### src/rtl/write_back_stage_if.sv
// MEM/WB stage bus: memory-stage instruction fields in, register-file write port and retire count out.
interface write_back_stage_if #(
  parameter int unsigned XLEN       = 32,
  parameter int unsigned REG_ADDR_W = 5,
  parameter int unsigned CNT_W      = 32
);
  logic                  in_valid;
  logic                  stall;
  logic                  flush;
  logic                  in_reg_write;
  logic [REG_ADDR_W-1:0] in_rd;
  logic [1:0]            in_wb_sel;
  logic [XLEN-1:0]       in_alu_result;
  logic [XLEN-1:0]       in_mem_data;
  logic [XLEN-1:0]       in_pc_plus4;
  logic [XLEN-1:0]       in_imm;
  logic [2:0]            in_funct3;
  logic [1:0]            in_byte_off;

  logic                  wb_valid;
  logic                  wb_reg_write;
  logic [REG_ADDR_W-1:0] wb_rd;
  logic [XLEN-1:0]       wb_data;
  logic [CNT_W-1:0]      retire_cnt;

  modport master (
    output in_valid, stall, flush, in_reg_write, in_rd, in_wb_sel,
           in_alu_result, in_mem_data, in_pc_plus4, in_imm, in_funct3, in_byte_off,
    input  wb_valid, wb_reg_write, wb_rd, wb_data, retire_cnt
  );

  modport slave (
    input  in_valid, stall, flush, in_reg_write, in_rd, in_wb_sel,
           in_alu_result, in_mem_data, in_pc_plus4, in_imm, in_funct3, in_byte_off,
    output wb_valid, wb_reg_write, wb_rd, wb_data, retire_cnt
  );
endinterface

### src/rtl/write_back_stage.sv
// MEM/WB pipeline register with write-back result selection and retired-instruction counter.
// Define WB_LOAD_EXT_EN to extract and sign/zero-extend sub-word loads; otherwise loads pass raw.
module write_back_stage #(
  parameter int unsigned XLEN       = 32,
  parameter int unsigned REG_ADDR_W = 5,
  parameter int unsigned CNT_W      = 32
) (
  input  logic               clk,
  input  logic               reset,
  write_back_stage_if.slave  bus
);

  localparam int unsigned BYTE_W = 8;
  localparam int unsigned HALF_W = 16;

  logic [XLEN-1:0] load_data_c;
  logic [XLEN-1:0] sel_data_c;

`ifdef WB_LOAD_EXT_EN
  logic [BYTE_W-1:0] load_byte_c;
  logic [HALF_W-1:0] load_half_c;

  // Sub-word extraction; halfwords ignore byte_off[0]
  always_comb begin
    load_byte_c = bus.in_mem_data[7:0];
    load_half_c = bus.in_mem_data[15:0];
    load_data_c = bus.in_mem_data;
    case (bus.in_byte_off)
      2'd0:    load_byte_c = bus.in_mem_data[7:0];
      2'd1:    load_byte_c = bus.in_mem_data[15:8];
      2'd2:    load_byte_c = bus.in_mem_data[23:16];
      default: load_byte_c = bus.in_mem_data[31:24];
    endcase
    if (bus.in_byte_off[1]) begin
      load_half_c = bus.in_mem_data[31:16];
    end
    case (bus.in_funct3)
      3'b000:  load_data_c = {{(XLEN-BYTE_W){load_byte_c[BYTE_W-1]}}, load_byte_c};
      3'b001:  load_data_c = {{(XLEN-HALF_W){load_half_c[HALF_W-1]}}, load_half_c};
      3'b100:  load_data_c = {{(XLEN-BYTE_W){1'b0}}, load_byte_c};
      3'b101:  load_data_c = {{(XLEN-HALF_W){1'b0}}, load_half_c};
      default: load_data_c = bus.in_mem_data;
    endcase
  end
`else
  logic unused_load_ctrl;

  // Memory stage delivers aligned words; load type and offset are not needed here
  assign unused_load_ctrl = ^{bus.in_funct3, bus.in_byte_off};
  assign load_data_c      = bus.in_mem_data;
`endif

  // Result source select ahead of the pipeline register
  always_comb begin
    sel_data_c = bus.in_alu_result;
    case (bus.in_wb_sel)
      2'b00: sel_data_c = bus.in_alu_result;
      2'b01: sel_data_c = load_data_c;
      2'b10: sel_data_c = bus.in_pc_plus4;
      2'b11: sel_data_c = bus.in_imm;
    endcase
  end

  // Priority: reset > flush > stall > capture
  always_ff @(posedge clk) begin
    if (reset) begin
      bus.wb_valid     <= 1'b0;
      bus.wb_reg_write <= 1'b0;
      bus.wb_rd        <= '0;
      bus.wb_data      <= '0;
      bus.retire_cnt   <= '0;
    end else if (bus.flush) begin
      bus.wb_valid     <= 1'b0;
      bus.wb_reg_write <= 1'b0;
      bus.wb_rd        <= '0;
      bus.wb_data      <= '0;
    end else if (!bus.stall) begin
      bus.wb_valid     <= bus.in_valid;
      bus.wb_reg_write <= bus.in_valid & bus.in_reg_write & (bus.in_rd != '0);
      bus.wb_rd        <= bus.in_rd;
      bus.wb_data      <= sel_data_c;
      if (bus.in_valid) begin
        bus.retire_cnt <= bus.retire_cnt + CNT_W'(1);
      end
    end
  end

endmodule
### src/flat_wrapper.sv
// flat-port wrapper written by rule: the top's interface ports become plain ports
module write_back_stage_flat 
#(
  parameter int unsigned XLEN       = 32,
  parameter int unsigned REG_ADDR_W = 5,
  parameter int unsigned CNT_W      = 32
)
  (clk, reset, bus_in_valid, bus_stall, bus_flush, bus_in_reg_write, bus_in_rd, bus_in_wb_sel, bus_in_alu_result, bus_in_mem_data, bus_in_pc_plus4, bus_in_imm, bus_in_funct3, bus_in_byte_off, bus_wb_valid, bus_wb_reg_write, bus_wb_rd, bus_wb_data, bus_retire_cnt);
  write_back_stage_if #(.XLEN(XLEN), .REG_ADDR_W(REG_ADDR_W), .CNT_W(CNT_W)) bus_i ();
  input  logic clk;
  input  logic reset;
  input wire logic [$bits(bus_i.in_valid)-1:0] bus_in_valid;
  input wire logic [$bits(bus_i.stall)-1:0] bus_stall;
  input wire logic [$bits(bus_i.flush)-1:0] bus_flush;
  input wire logic [$bits(bus_i.in_reg_write)-1:0] bus_in_reg_write;
  input wire logic [$bits(bus_i.in_rd)-1:0] bus_in_rd;
  input wire logic [$bits(bus_i.in_wb_sel)-1:0] bus_in_wb_sel;
  input wire logic [$bits(bus_i.in_alu_result)-1:0] bus_in_alu_result;
  input wire logic [$bits(bus_i.in_mem_data)-1:0] bus_in_mem_data;
  input wire logic [$bits(bus_i.in_pc_plus4)-1:0] bus_in_pc_plus4;
  input wire logic [$bits(bus_i.in_imm)-1:0] bus_in_imm;
  input wire logic [$bits(bus_i.in_funct3)-1:0] bus_in_funct3;
  input wire logic [$bits(bus_i.in_byte_off)-1:0] bus_in_byte_off;
  output wire logic [$bits(bus_i.wb_valid)-1:0] bus_wb_valid;
  output wire logic [$bits(bus_i.wb_reg_write)-1:0] bus_wb_reg_write;
  output wire logic [$bits(bus_i.wb_rd)-1:0] bus_wb_rd;
  output wire logic [$bits(bus_i.wb_data)-1:0] bus_wb_data;
  output wire logic [$bits(bus_i.retire_cnt)-1:0] bus_retire_cnt;
  assign bus_i.in_valid = bus_in_valid;
  assign bus_i.stall = bus_stall;
  assign bus_i.flush = bus_flush;
  assign bus_i.in_reg_write = bus_in_reg_write;
  assign bus_i.in_rd = bus_in_rd;
  assign bus_i.in_wb_sel = bus_in_wb_sel;
  assign bus_i.in_alu_result = bus_in_alu_result;
  assign bus_i.in_mem_data = bus_in_mem_data;
  assign bus_i.in_pc_plus4 = bus_in_pc_plus4;
  assign bus_i.in_imm = bus_in_imm;
  assign bus_i.in_funct3 = bus_in_funct3;
  assign bus_i.in_byte_off = bus_in_byte_off;
  assign bus_wb_valid = bus_i.wb_valid;
  assign bus_wb_reg_write = bus_i.wb_reg_write;
  assign bus_wb_rd = bus_i.wb_rd;
  assign bus_wb_data = bus_i.wb_data;
  assign bus_retire_cnt = bus_i.retire_cnt;
  write_back_stage #(.XLEN(XLEN), .REG_ADDR_W(REG_ADDR_W), .CNT_W(CNT_W)) u_core (.clk(clk), .reset(reset), .bus(bus_i));
endmodule
### config.mk
export PLATFORM = sky130hd
export DESIGN_NAME = write_back_stage_flat
export DESIGN_NICKNAME = d
export VERILOG_FILES = /design/src/rtl/write_back_stage_if.sv /design/src/rtl/write_back_stage.sv /design/src/flat_wrapper.sv
export SDC_FILE = /design/constraint.sdc
export NUM_CORES = 1
export LEC_CHECK = 0
export CAP_MARGIN = 20
export CORE_ASPECT_RATIO = 2
export CORE_MARGIN = 2
export CORE_UTILIZATION = 38
export DETAILED_ROUTE_END_ITERATION = 6
export GPL_ROUTABILITY_DRIVEN = 0
export HOLD_SLACK_MARGIN = 0.12
export PLACE_DENSITY = 0.81
export SLEW_MARGIN = 10
export SYNTH_ARGS = -nofsm -noshare
export SYNTH_HDL_FRONTEND = slang
export SYNTH_SLANG_ARGS = --single-unit
### constraint.sdc
create_clock -name clk -period 3 [get_ports clk]
set_clock_uncertainty 0.1 [all_clocks]
set_input_delay 0.75 -clock clk [delete_from_list [all_inputs] [get_ports clk]]
set_output_delay 0.75 -clock clk [all_outputs]
set_load 0.05 [all_outputs]
==> reports/results.ini <==
[run_status]
status = finished, final reports clean

[hold_path]
worstHoldPathType = register to register
whs_path_depth = 2
min_to = u_core.bus.wb_reg_write
hp-start = u_core.bus.wb_reg_write

[power]
switching_share_pct = 23.0
power_density_nw_per_um2 = 408
power.share.combinational_pct = 19.5
seqPwrFrac_pct = 38.2
power.switching_uw = 589
internal_power_uw = 1970
p_leak_uw = 0.00230
vdd_drop_max_v = 0.000386
p_clk_share_pct = 42.4

[synth]
synth_fp_nets = 500
synth_top_flop_cell = dfxtp_1
ys_async_sr_fraction_pct = 0
synth_edf_count = 0
ys_ff_latch = 71
synth-seq-area-share_pct = 38.1
synth_top_area_share_pct = 38.1
synth_common_cells = dfxtp_1 (71), nor2_1 (52), mux2i_1 (37)
synth-warning-count = 0
syn_area_sq_um = 3730
synth.most_common_cell = dfxtp_1
synth_area_leader_cell = dfxtp_1
syn_inst = 353
netlist-cell-type-count = 35
synthTopCellsByArea = dfxtp_1 (38%), mux4_2 (19%), mux2i_1 (9.9%), nor2_1 (5.2%), a21oi_1 (2.8%)
avgSynthCellArea_sq_um = 10.6

[setup_path]
slowest_delay_ps = 590
endpoint_kind = register
critPathMaxFanout = 12
start_kind = input port
reg2reg_to = u_core.bus.retire_cnt[28]
crit_start = bus_in_valid
worstSetupPathType = input port to register
rr_worst_depth = 4
crit_arrival_ps = 2750
ff2ff_setup_slack_ps = 770
worstPathCellList = clkdlybuf4s50_1 -> nor3b_4 -> buf_4 -> nand4_2 -> or4_1 -> a21oi_1
rr_startpoint = u_core.bus.retire_cnt[9]
critical-path-slowest-cell = or4_1
required_ps = 3160

[clock_network]
cts_buffer_depth = 2
post_cts_resized = 0
clk_pin_slew_ps = 50
cts.hold.buffers_added = 0
htreeDepth = 3
cts_buffers = 9
root_buffer = clkbuf_16
clock_sinks = 71
cts_tree = built
post_cts_buffers = 0
worstSkewPairLatency_ps = 330

[drt]
first_iter_violations = 117
firstDrtPassIters = 4
vias_per_cell = 5.35
ant_nets = 0
drc = 0
routed_wl_microns = 11800
dr_total_vias = 3717
wl_per_cell_microns = 16.9

[die]
io_pins = 217
die_y_microns = 144
rows = 51
start_util_pct = 38.7
fp.coreArea_sq_um = 9640
die_area_sq_um = 10700
die_x_microns = 74.1

[timing]
rsz0062_at_grt = no
layout_min_cycle_time_ps = 2590
fmax_ghz = 0.386
setup_ws_ps = 407
setup-violations-final = 0
report.final.slew_viol_count = 0
fin_crit_sh_pct = 86.4
timing.hold.ws_ps = 362
hold_viol_final = 0
worst_pin_slew_ps = 767
slew_headroom_pct = 48.9
fin_setup_tns_ps = 0

[final_layout]
fin_nets = 705
n_antenna_cell = 0
fillers = 777
syn2layout_area_growth_pct = 68.3
seq_area_sq_um = 1420
multiInputGateArea_sq_um = 2200
drive_above_1_share_pct = 11.5

[job]
cap_violations = 0

[grt]
antenna_found_initial = 0
grt_usage_pct = 22.7
grt_busiest_layer = met2
grtUsageMet1_pct = 21.6
grt_pass1_wl_microns = 18500
met2_usage_pct = 44.6
grt_pass1_vias = 3923
grt_use_met3_pct = 6.13
grt_max_degree = 41
gr-total-overflow = 0

[place]
dp_worst_setup_slack_ps = 98.7
hpwl_microns = 9460
portBuffers = 211

critical path: cells and delay by family:
kind | cells | cell delay (ps)
buf+inv | 2 | 690
compound gates | 1 | 150
simple gates | 3 | 1160
sequential cells by signal, summed over array words and instances, names as in the netlist:
signal                   cells
u_core.bus.retire_cnt       32
u_core.bus.wb_data          32
u_core.bus.wb_rd             5
u_core.bus.wb_reg_write      1
u_core.bus.wb_valid          1
power by group through the flow:
stage | registers [uW] | clock network, uW | logic (uW)
CTS | 977 | 1100 | 503
detailed placement | 997 | 0 | 502
global route | 979 | 1150 | 528
global placement | 996 | 0 | 493
floorplan | 1070 | 0 | 170
finish | 977 | 1080 | 499
layer usage:
layer  up-vias  part of all wire (%)  wire, microns
met5         -                     0              0
met4         0                   2.1            245
met3        20                   6.8            801
met2       164                    59           6940
met1      1784                    32           3760
li1       1749                     -              -
worst max path at each step:
stage / end / slack [ps] / depth (start not counted)
floorplan: u_core.bus.retire_cnt[26] / 530 / 6
global placement: u_core.bus.retire_cnt[31] / 130 / 6
detailed placement: u_core.bus.retire_cnt[31] / 100 / 6
CTS: u_core.bus.retire_cnt[31] / 430 / 6
global route: u_core.bus.retire_cnt[31] / 260 / 6
finish: u_core.bus.retire_cnt[31] / 410 / 6
metrics by stage:
stage | cell area [sq um] | cells | util (%) | total power, uW
floorplan | 3730 | 353 | - | 1240
global placement | 5970 | 679 | 61.9 | 1490
detailed placement | 5970 | 679 | 61.9 | 1500
CTS | 6280 | 695 | 65.2 | 2580
global route | 6280 | 695 | 65.2 | 2650
finish | 6280 | 695 | 65.2 | 2560
placed cells by master, fill, tap and decap left out, types with 9 or more instances in the layout:
master	instances
nand4_1	10
or4_1	12
a21oi_1	21
nor2_1	52
clkbuf_16	9
o31ai_1	10
nand2_1	13
mux4_2	32
clkdlybuf4s50_1	209
mux2i_1	37
dfxtp_1	71
layout make-up:
cell class | count | area share, %
repair buffers | 220 | 34.8
clock buffers | 13 | 4.30
well taps | 132 | 2.63
flip-flops and latches | 71 | 22.6
multi-input cells | 256 | 35.0
clock inverters | 3 | 0.638
cells by family after synthesis:
family	Yosys count	share of synthesized area, %
AO/OA/AOI/OAI	40	6.31
flip-flops	71	38.1
XOR/XNOR	9	2.11
AND/OR/NAND/NOR	133	19.8
multiplexers	73	30.5
adder cells (fa/ha/maj)	1	0.335
buffers and inverters	26	2.92
(Power assumes the default switching activity.)
